==> src/rtl/yl3_dec_formatter_if.sv <==
// Value/handshake bundle between the value source, yl3_dec_formatter and the YL-3 driver.
// hex_mode exists only when YL3_FMT_HEX_EN is defined.
interface yl3_dec_formatter_if #(
   parameter int unsigned Width = 27
) ();
   logic [Width-1:0] value;
   logic             value_valid;
`ifdef YL3_FMT_HEX_EN
   logic             hex_mode;
`endif
   logic             busy;
   logic [63:0]      data;
   logic             load;
   logic             ready;
   logic             ovf;

`ifdef YL3_FMT_HEX_EN
   modport master (output value, value_valid, hex_mode, ready,
                   input  busy, data, load, ovf);
   modport slave  (input  value, value_valid, hex_mode, ready,
                   output busy, data, load, ovf);
`else
   modport master (output value, value_valid, ready,
                   input  busy, data, load, ovf);
   modport slave  (input  value, value_valid, ready,
                   output busy, data, load, ovf);
`endif
endinterface

==> src/rtl/yl3_dec_formatter.sv <==
// Binary to 8-char right-justified ASCII formatter (serial double-dabble) feeding the YL-3 driver.
// Optional hexadecimal mode is enabled by defining YL3_FMT_HEX_EN.
module yl3_dec_formatter #(
   parameter int unsigned Width   = 27,
   parameter bit          BlankLz = 1'b1
) (
   input logic                 clk_i,
   input logic                 rst_i,
   yl3_dec_formatter_if.slave  bus_io
);
   typedef enum logic [1:0] {StIdle, StConvert, StFormat, StSend} state_e;

   localparam logic [63:0] BlankStr = {8{8'h20}};
   localparam logic [63:0] ErrStr   = 64'h4572_7220_2020_2020;

   state_e      state_q, state_d;
   logic [31:0] value_q, value_d;
   logic [31:0] bcd_q, bcd_d;
   logic [4:0]  cnt_q, cnt_d;  // 5 bits so Width up to 32 fits
   logic [63:0] data_q, data_d;
   logic        ovf_q, ovf_d;
   logic        seen_rdy_q, seen_rdy_d;
   logic        is_hex;
   logic        start_hex;

`ifdef YL3_FMT_HEX_EN
   logic hex_q, hex_d;
   assign is_hex    = hex_q;
   assign start_hex = bus_io.hex_mode;
`else
   assign is_hex    = 1'b0;
   assign start_hex = 1'b0;
`endif

   logic [31:0] bcd_adj;
   logic [4:0]  bit_idx;
   logic [31:0] nib_src;
   logic [63:0] fmt_data;
   logic        fmt_ovf;
   logic        lead;
   logic [3:0]  nib;

   function automatic logic [7:0] glyph(input logic [3:0] n);
      case (n)
         4'hA:    glyph = 8'h41;
         4'hB:    glyph = 8'h62;
         4'hC:    glyph = 8'h43;
         4'hD:    glyph = 8'h64;
         4'hE:    glyph = 8'h45;
         4'hF:    glyph = 8'h46;
         default: glyph = 8'h30 + {4'h0, n};
      endcase
   endfunction

   assign bit_idx = 5'(Width - 1) - cnt_q;

   always_comb begin
      bcd_adj = '0;
      for (int i = 0; i < 8; i++) begin
         bcd_adj[4*i +: 4] = (bcd_q[4*i +: 4] >= 4'd5) ? bcd_q[4*i +: 4] + 4'd3
                                                        : bcd_q[4*i +: 4];
      end
   end

   // Leading-zero run is tracked left to right; the rightmost character is never blanked.
   always_comb begin
      nib_src  = is_hex ? value_q : bcd_q;
      fmt_data = '0;
      fmt_ovf  = 1'b0;
      lead     = BlankLz;
      nib      = '0;
      for (int i = 7; i >= 0; i--) begin
         nib = nib_src[4*i +: 4];
         if (lead && (nib == 4'd0) && (i != 0)) begin
            fmt_data[8*i +: 8] = 8'h20;
         end else begin
            fmt_data[8*i +: 8] = glyph(nib);
            lead               = 1'b0;
         end
      end
      if (!is_hex && (value_q > 32'd99_999_999)) begin
         fmt_ovf  = 1'b1;
         fmt_data = ErrStr;
      end
   end

   always_comb begin
      state_d    = state_q;
      value_d    = value_q;
      bcd_d      = bcd_q;
      cnt_d      = cnt_q;
      data_d     = data_q;
      ovf_d      = ovf_q;
      seen_rdy_d = seen_rdy_q;
`ifdef YL3_FMT_HEX_EN
      hex_d      = hex_q;
`endif
      unique case (state_q)
         StIdle: begin
            if (bus_io.value_valid) begin
               value_d    = 32'(bus_io.value);
               bcd_d      = '0;
               cnt_d      = '0;
               ovf_d      = 1'b0;
               seen_rdy_d = 1'b0;
`ifdef YL3_FMT_HEX_EN
               hex_d      = start_hex;
`endif
               state_d    = start_hex ? StFormat : StConvert;
            end
         end
         StConvert: begin
            bcd_d = {bcd_adj[30:0], value_q[bit_idx]};
            if (cnt_q == 5'(Width - 1)) begin
               state_d = StFormat;
            end else begin
               cnt_d = cnt_q + 5'd1;
            end
         end
         StFormat: begin
            data_d  = fmt_data;
            ovf_d   = fmt_ovf;
            state_d = StSend;
         end
         StSend: begin
            // The driver signals acceptance by dropping READY after having raised it.
            if (bus_io.ready) begin
               seen_rdy_d = 1'b1;
            end else if (seen_rdy_q) begin
               state_d = StIdle;
            end
         end
         default: state_d = StIdle;
      endcase
   end

   always_ff @(posedge clk_i) begin
      if (rst_i) begin
         state_q    <= StIdle;
         value_q    <= '0;
         bcd_q      <= '0;
         cnt_q      <= '0;
         data_q     <= BlankStr;
         ovf_q      <= 1'b0;
         seen_rdy_q <= 1'b0;
`ifdef YL3_FMT_HEX_EN
         hex_q      <= 1'b0;
`endif
      end else begin
         state_q    <= state_d;
         value_q    <= value_d;
         bcd_q      <= bcd_d;
         cnt_q      <= cnt_d;
         data_q     <= data_d;
         ovf_q      <= ovf_d;
         seen_rdy_q <= seen_rdy_d;
`ifdef YL3_FMT_HEX_EN
         hex_q      <= hex_d;
`endif
      end
   end

   assign bus_io.busy = (state_q != StIdle);
   assign bus_io.load = (state_q == StSend);
   assign bus_io.data = data_q;
   assign bus_io.ovf  = ovf_q;

endmodule
==> src/flat_wrapper.sv <==
// flat-port wrapper written by rule: the top's interface ports become plain ports
module yl3_dec_formatter_flat 
#(
   parameter int unsigned Width   = 27,
   parameter bit          BlankLz = 1'b1
)
  (clk_i, rst_i, bus_io_value, bus_io_value_valid, bus_io_ready, bus_io_busy, bus_io_data, bus_io_load, bus_io_ovf);
  yl3_dec_formatter_if #(.Width(Width)) bus_io_i ();
  input logic clk_i;
  input logic rst_i;
  input wire logic [$bits(bus_io_i.value)-1:0] bus_io_value;
  input wire logic [$bits(bus_io_i.value_valid)-1:0] bus_io_value_valid;
  input wire logic [$bits(bus_io_i.ready)-1:0] bus_io_ready;
  output wire logic [$bits(bus_io_i.busy)-1:0] bus_io_busy;
  output wire logic [$bits(bus_io_i.data)-1:0] bus_io_data;
  output wire logic [$bits(bus_io_i.load)-1:0] bus_io_load;
  output wire logic [$bits(bus_io_i.ovf)-1:0] bus_io_ovf;
  assign bus_io_i.value = bus_io_value;
  assign bus_io_i.value_valid = bus_io_value_valid;
  assign bus_io_i.ready = bus_io_ready;
  assign bus_io_busy = bus_io_i.busy;
  assign bus_io_data = bus_io_i.data;
  assign bus_io_load = bus_io_i.load;
  assign bus_io_ovf = bus_io_i.ovf;
  yl3_dec_formatter #(.Width(Width), .BlankLz(BlankLz)) u_core (.clk_i(clk_i), .rst_i(rst_i), .bus_io(bus_io_i));
endmodule
==> config.mk <==
export PLATFORM = sky130hd
export DESIGN_NAME = yl3_dec_formatter_flat
export DESIGN_NICKNAME = d
export VERILOG_FILES = /design/src/rtl/yl3_dec_formatter_if.sv /design/src/rtl/yl3_dec_formatter.sv /design/src/flat_wrapper.sv
export SDC_FILE = /design/constraint.sdc
export NUM_CORES = 1
export LEC_CHECK = 0
export ABC_CLOCK_PERIOD_IN_PS = 5000
export CORE_ASPECT_RATIO = 1.4
export CORE_MARGIN = 2
export CORE_UTILIZATION = 59
export DETAILED_ROUTE_END_ITERATION = 16
export MAX_ROUTING_LAYER = met4
export PLACE_DENSITY_LB_ADDON = 0.12
export RECOVER_POWER = 25
export SYNTH_ARGS = -nofsm -noshare
export SYNTH_HDL_FRONTEND = slang
export SYNTH_SLANG_ARGS = --single-unit
==> constraint.sdc <==
create_clock -name clk_i -period 5 [get_ports clk_i]
set_clock_uncertainty 0.1 [all_clocks]
set_input_delay 1.25 -clock clk_i [delete_from_list [all_inputs] [get_ports clk_i]]
set_output_delay 1.25 -clock clk_i [all_outputs]
set_load 0.03 [all_outputs]
# [Yosys cells after proc, flatten, opt, wreduce, memory -nomap -nowiden]
# Cells that the tools add are included.
[totals] ff_bits=132 out_inout_bits=67 wordCells=164
[classes] n_addsub=18 magnitude_cmp=10 eq_ne=58 muxes=47 n_reduce_logical=24
[op_table] operator="8-bit one-hot mux with 6 select lines" n=8
[op_table] operator="4-bit equality test, second input constant" n=48
[op_table] operator="64-bit 2-to-1 mux" n=1
[op_table] operator="32-bit one-hot mux with 2 select lines" n=1
[op_table] operator="6-bit by 4-bit adder with 7-bit output, first input constant" n=8
[op_table] operator="8-bit 2-to-1 mux" n=7
[op_table] operator="4-bit by 3-bit >= comparator with 1-bit output, second input constant" n=8
[op_table] operator="32-bit 2-to-1 mux" n=1
[op_table] operator="4-bit by 2-bit adder with 4-bit output, second input constant" n=7
[op_table] operator="4-bit zero test" n=7
[op_table] operator="4-bit 2-to-1 mux" n=7
[op_table] operator="27-bit greater-than comparator, second input constant" n=1
[op_table] operator="1-bit 2-to-1 mux" n=10
[op_table] operator="5-bit 2-to-1 mux" n=2
[op_table] operator="5-bit one-hot mux with 2 select lines" n=1
[op_table] operator="2-bit 2-to-1 mux" n=4
[op_table] operator="2-bit inequality test, second input constant" n=4
[op_table] operator="2-bit one-hot mux with 4 select lines" n=1
[op_table] operator="2-bit nonzero test" n=4
[op_table] operator="1-bit logical AND" n=6
[op_table] operator="5-bit by 6-bit less-than comparator with 1-bit output, second input constant" n=1
[op_table] operator="2-bit AND reduction" n=3
[op_table] operator="3-bit AND reduction" n=2
[op_table] operator="5-bit by 1-bit adder with 5-bit output, second input constant" n=1
[op_table] operator="other kinds (11)" n=14

# [Depth between registers and ports, before layout]
[depth] word_depth=15 mapped_depth=10

# [Least setup slack after synthesis]
# No wires, ideal clock.
[synth_timing] path_type="reg-to-reg" start="reg u_core.cnt_q[0]" end="reg u_core.bcd_q[0]" setup_ps=116 t_arrival_ps=2259 t_required_ps=4784 path_slack_ps=2524 path_stages_with_launch=11 path_buffers=3 period_less_slack_ps=2476 path_cell_list="dfxtp_1 -> buf_2 -> buf_4 -> inv_1 -> ha_1 -> clkbuf_1 -> mux4_2 -> mux2_2 -> nand2_1 -> o21ai_0 -> a31o_2"
[synth_via] elab_chain_len=4
[synth_lines] element="start, declared" line_no="yl3_dec_formatter.sv:19" rtl="logic [4:0] cnt_q, cnt_d;"
[synth_lines] element="start signal, assigned" line_no="yl3_dec_formatter.sv:153" rtl="cnt_q <= cnt_d;"
[synth_lines] element="5-bit subtractor" line_no="yl3_dec_formatter.sv:55" rtl="assign bit_idx = 5'(Width - 1) - cnt_q;"
[synth_lines] element="1-bit binary-select mux with 5-bit select" line_no="yl3_dec_formatter.sv:113" rtl="bcd_d = {bcd_adj[30:0], value_q[bit_idx]};"
[synth_lines] element="1-bit 2-to-1 mux (implied by the code)" line_no="yl3_dec_formatter.sv:113"
[synth_lines] element="32-bit one-hot mux with 2 select lines" line_no="yl3_dec_formatter.sv:98" rtl="unique case (state_q)"
[synth_lines] element="end signal, assigned" line_no="yl3_dec_formatter.sv:141" rtl="bcd_q <= '0;"
[synth_lines] element="end signal, assigned" line_no="yl3_dec_formatter.sv:152" rtl="bcd_q <= bcd_d;"
[synth_lines] element="end, declared" line_no="yl3_dec_formatter.sv:18" rtl="logic [31:0] bcd_q, bcd_d;"
# Every way passes these cells. The select of a mux whose other input is x is not followed.
# A chain may end at the register's enable or synchronous reset.

# [Worst setup path after layout]
[layout_timing] start="reg u_core.value_q[8]" end="reg u_core.data_q[21], in the netlist u_core.bus_io.data[21]"
[layout_via] elab_chain_len=2
[layout_lines] element="start, declared" line_no="yl3_dec_formatter.sv:17" rtl="logic [31:0] value_q, value_d;"
[layout_lines] element="start signal, assigned" line_no="yl3_dec_formatter.sv:151" rtl="value_q <= value_d;"
[layout_lines] element="27-bit greater-than comparator" line_no="yl3_dec_formatter.sv:81" rtl="if (!is_hex && (value_q > 32'd99_999_999)) begin"
[layout_lines] element="64-bit 2-to-1 mux" line_no="yl3_dec_formatter.sv:81"
[layout_lines] element="end signal, assigned" line_no="yl3_dec_formatter.sv:143" rtl="data_q <= BlankStr;"
[layout_lines] element="end signal, assigned" line_no="yl3_dec_formatter.sv:154" rtl="data_q <= data_d;"
[layout_lines] element="end, declared" line_no="yl3_dec_formatter.sv:20" rtl="logic [63:0] data_q, data_d;"
# Every way passes these cells.

==> flow_summary.toml <==
[clock_tree]
path_clk_slew_ns = 0.05
numCtsBuffers = 17
clock_latency_ns = 0.41
hold_buffers = 0
cts_resized = 0
h-tree-depth = 4
cts.sinks = 124
cts_tree = "built"
clockBufferDepth = 2
cts_setup_buffers = 0
clockRootBuffer = "clkbuf_16"

[route]
routed_wirelength_um = 15700
num_vias = 6103
wl_per_cell_um = 14.8
drcViolationCount = 0
ant_nets = 0
vias_per_cell = 5.78
first_pass_iters = 5
drt_iter0_markers = 368

[setup_path]
slowest_delay_ns = 1.08
criticalPathCategory = "reg -> reg"
crit_path_start_kind = "flip-flop"
cp.arrival_ns = 3.65
critPathRequiredTime_ns = 5.20
cp-end-kind = "flip-flop"
path_buf_inv = 1
slowest_stage = "a22oi_1"
path_delay_family = "compound AO/OA/AOI/OAI gates"
path_max_fanout = 38
path_cells = "nor3_1, o21ai_0, a221o_1, a22oi_1, buf_4, a41oi_1, or2_2"

[timing]
max_slew.worst_pin.slew_ns = 1.44
fin_tns_setup_ns = 0
fmax_mhz = 289
timing.final.crit_period_ns = 3.45
holdWs_ns = 0.354
finalSetupViolCount = 0
period_share_pct = 69.1
final_max_slew_viol_count = 0
final_hold_viol_count = 0
worst_slack_ns = 1.55
maxSlewHeadroom_pct = 3.83
rsz0062_at_grt = "false"

[yosys]
syn_area_um2 = 6770
yosysWarnings = 0
synthArstFlopShare_pct = 0
avgSynthCellArea_um2 = 7.94
synth_edf_count = 0
syn_inst = 852
synthFlopType = "dfxtp_1"
synth_cell_types = 52
ys_seq_area_share_pct = 36.7
synth-seq-cells = 124

[finish]
final_util_pct = 72.3
nets = 973
fillerInstances = 920
antennaDiodeCount = 0
finalNonFillerCells = 1056
final_common_cell = "dfxtp_1"
layout-drive-gt1-share_pct = 5.81
syn2layout_area_growth_pct = 20.6
layout_common_cells = "dfxtp_1, nand2_1, a21oi_1"

[floorplan]
core_um2 = 11300
dieArea_um2 = 12400
die_x_um = 94.5
fp.dieH_um = 131
start_util_pct = 60.0
io_pins = 98
fp-row-count = 46

[min_path]
hp-class = "reg -> reg"

[run]
cap_violations = 0

[run_status]
status = "completed"

[global_route]
grt_pass1_wl_um = 25800
grt_antenna_before_repair = 0
globalRouteOverflowTotal = 0
grt.total_usage_pct = 26.9
first_global_vias = 5600
grt_max_degree = 101

[placed_design]
place_congestion = 0.867
pre_cts_slack_ns = 1.52
dp.cells = 1024
hpwl_um = 10500
port-buffer-count = 89

[power_and_ir_drop]
p_leak_nw = 2.96
powerDensity_nw_per_um2 = 389
vdd_drop_max_mv = 0.349
[state kept, by name (all words and copies together), names as in the netlist]
signal              cells
u_core.bus_io.data     56
u_core.bcd_q           32
u_core.value_q         27
u_core.cnt_q            5
u_core.state_q          2
u_core.bus_io.ovf       1
u_core.seen_rdy_q       1
[worst paths after layout]
kind,slack [ns],cells past startpoint,end,start
max reg2reg,1.55,7,u_core.bus_io.data[21]$_SDFFE_PP1P_,u_core.value_q[8]$_SDFFE_PP0P_
max,1.55,7,u_core.bus_io.data[21]$_SDFFE_PP1P_,u_core.value_q[8]$_SDFFE_PP0P_
min,0.35,2,u_core.bus_io.data[10]$_SDFFE_PP0P_,u_core.bus_io.data[10]$_SDFFE_PP0P_
min reg2reg,0.35,2,u_core.bus_io.data[10]$_SDFFE_PP0P_,u_core.bus_io.data[10]$_SDFFE_PP0P_
[cell type report]
type | count | area [um^2] | share of cell area [%]
clock buffer | 24 | 472 | 5.78
clock inverter | 8 | 115 | 1.41
inverter | 31 | 116 | 1.43
multi-input combinational | 631 | 3870 | 47.4
sequential | 124 | 2480 | 30.4
tap | 144 | 180 | 2.21
timing repair buffer | 94 | 926 | 11.3
[cells by family (layout without fill, tap and decap cells)]
logic type / Yosys count / after routing / share of synthesized area (%)
adders and majority gates: 43 / 43 / 7.95
and+or+nand+nor: 308 / 308 / 21.4
xor gates and xnor gates: 14 / 14 / 1.81
other: 1 / 8 / 0.0554
AOI/OAI and AO/OA: 239 / 239 / 21.7
muxes: 19 / 19 / 4.03
buffers and inverters: 104 / 157 / 6.42
DFF: 124 / 124 / 36.7
[metal layers]
metal / routed length (um) / track usage, %
met5: 0 / -
met4: 407 / 10.9
met3: 753 / 6.31
met2: 8270 / 47.4
met1: 6250 / 29.0
[where the power goes]
group / switching, W / internal, W
registers: 0.0000716 / 0.00108
logic: 0.000525 / 0.000281
clock network: 0.000418 / 0.000805
[worst register-to-register path, stage by stage, from the launching register on]
cell and delay, ns:
dfxtp_1 0.33, nor3_1 0.32, o21ai_0 0.13, a221o_1 0.32, a22oi_1 1.08, buf_4 0.55, a41oi_1 0.19, or2_2 0.32
[stage by stage]
stage / power, W / cell area (um^2)
floorplan: 0.00175 / 6790
global placement: 0.00196 / 7590
detailed placement: 0.00198 / 7590
CTS: 0.00320 / 8180
global route: 0.00333 / 8160
finish: 0.00318 / 8160
[cell usage after synthesis (4+ instances only)]
cell type	instances	area share, %
a21boi_0	4	0.44
nor2b_1	14	1.3
ha_1	43	7.9
buf_4	10	1.1
nor3b_1	4	0.44
mux2_2	6	1.0
xnor2_1	9	1.2
or2_1	4	0.37
nor2_1	78	4.3
buf_2	5	0.37
buf_1	5	0.28
nand2b_1	33	3.1
dfxtp_1	124	37
o21ai_0	52	3.8
mux4_2	6	2.0
inv_1	31	1.7
a22o_1	4	0.52
nor3_1	21	1.6
a22oi_1	18	2.0
clkbuf_1	53	2.9
nand2_1	101	5.6
xor2_1	5	0.65
a31oi_1	11	1.0
nand4_1	13	1.2
mux2i_1	7	1.0
o211ai_1	6	0.67
a21oi_1	96	7.1
nand3_1	26	1.9
a41oi_1	6	0.78
o31ai_1	6	0.67
a311oi_1	10	1.3
nand4b_1	4	0.52
a21o_1	7	0.78
(Power assumes the default switching activity.)
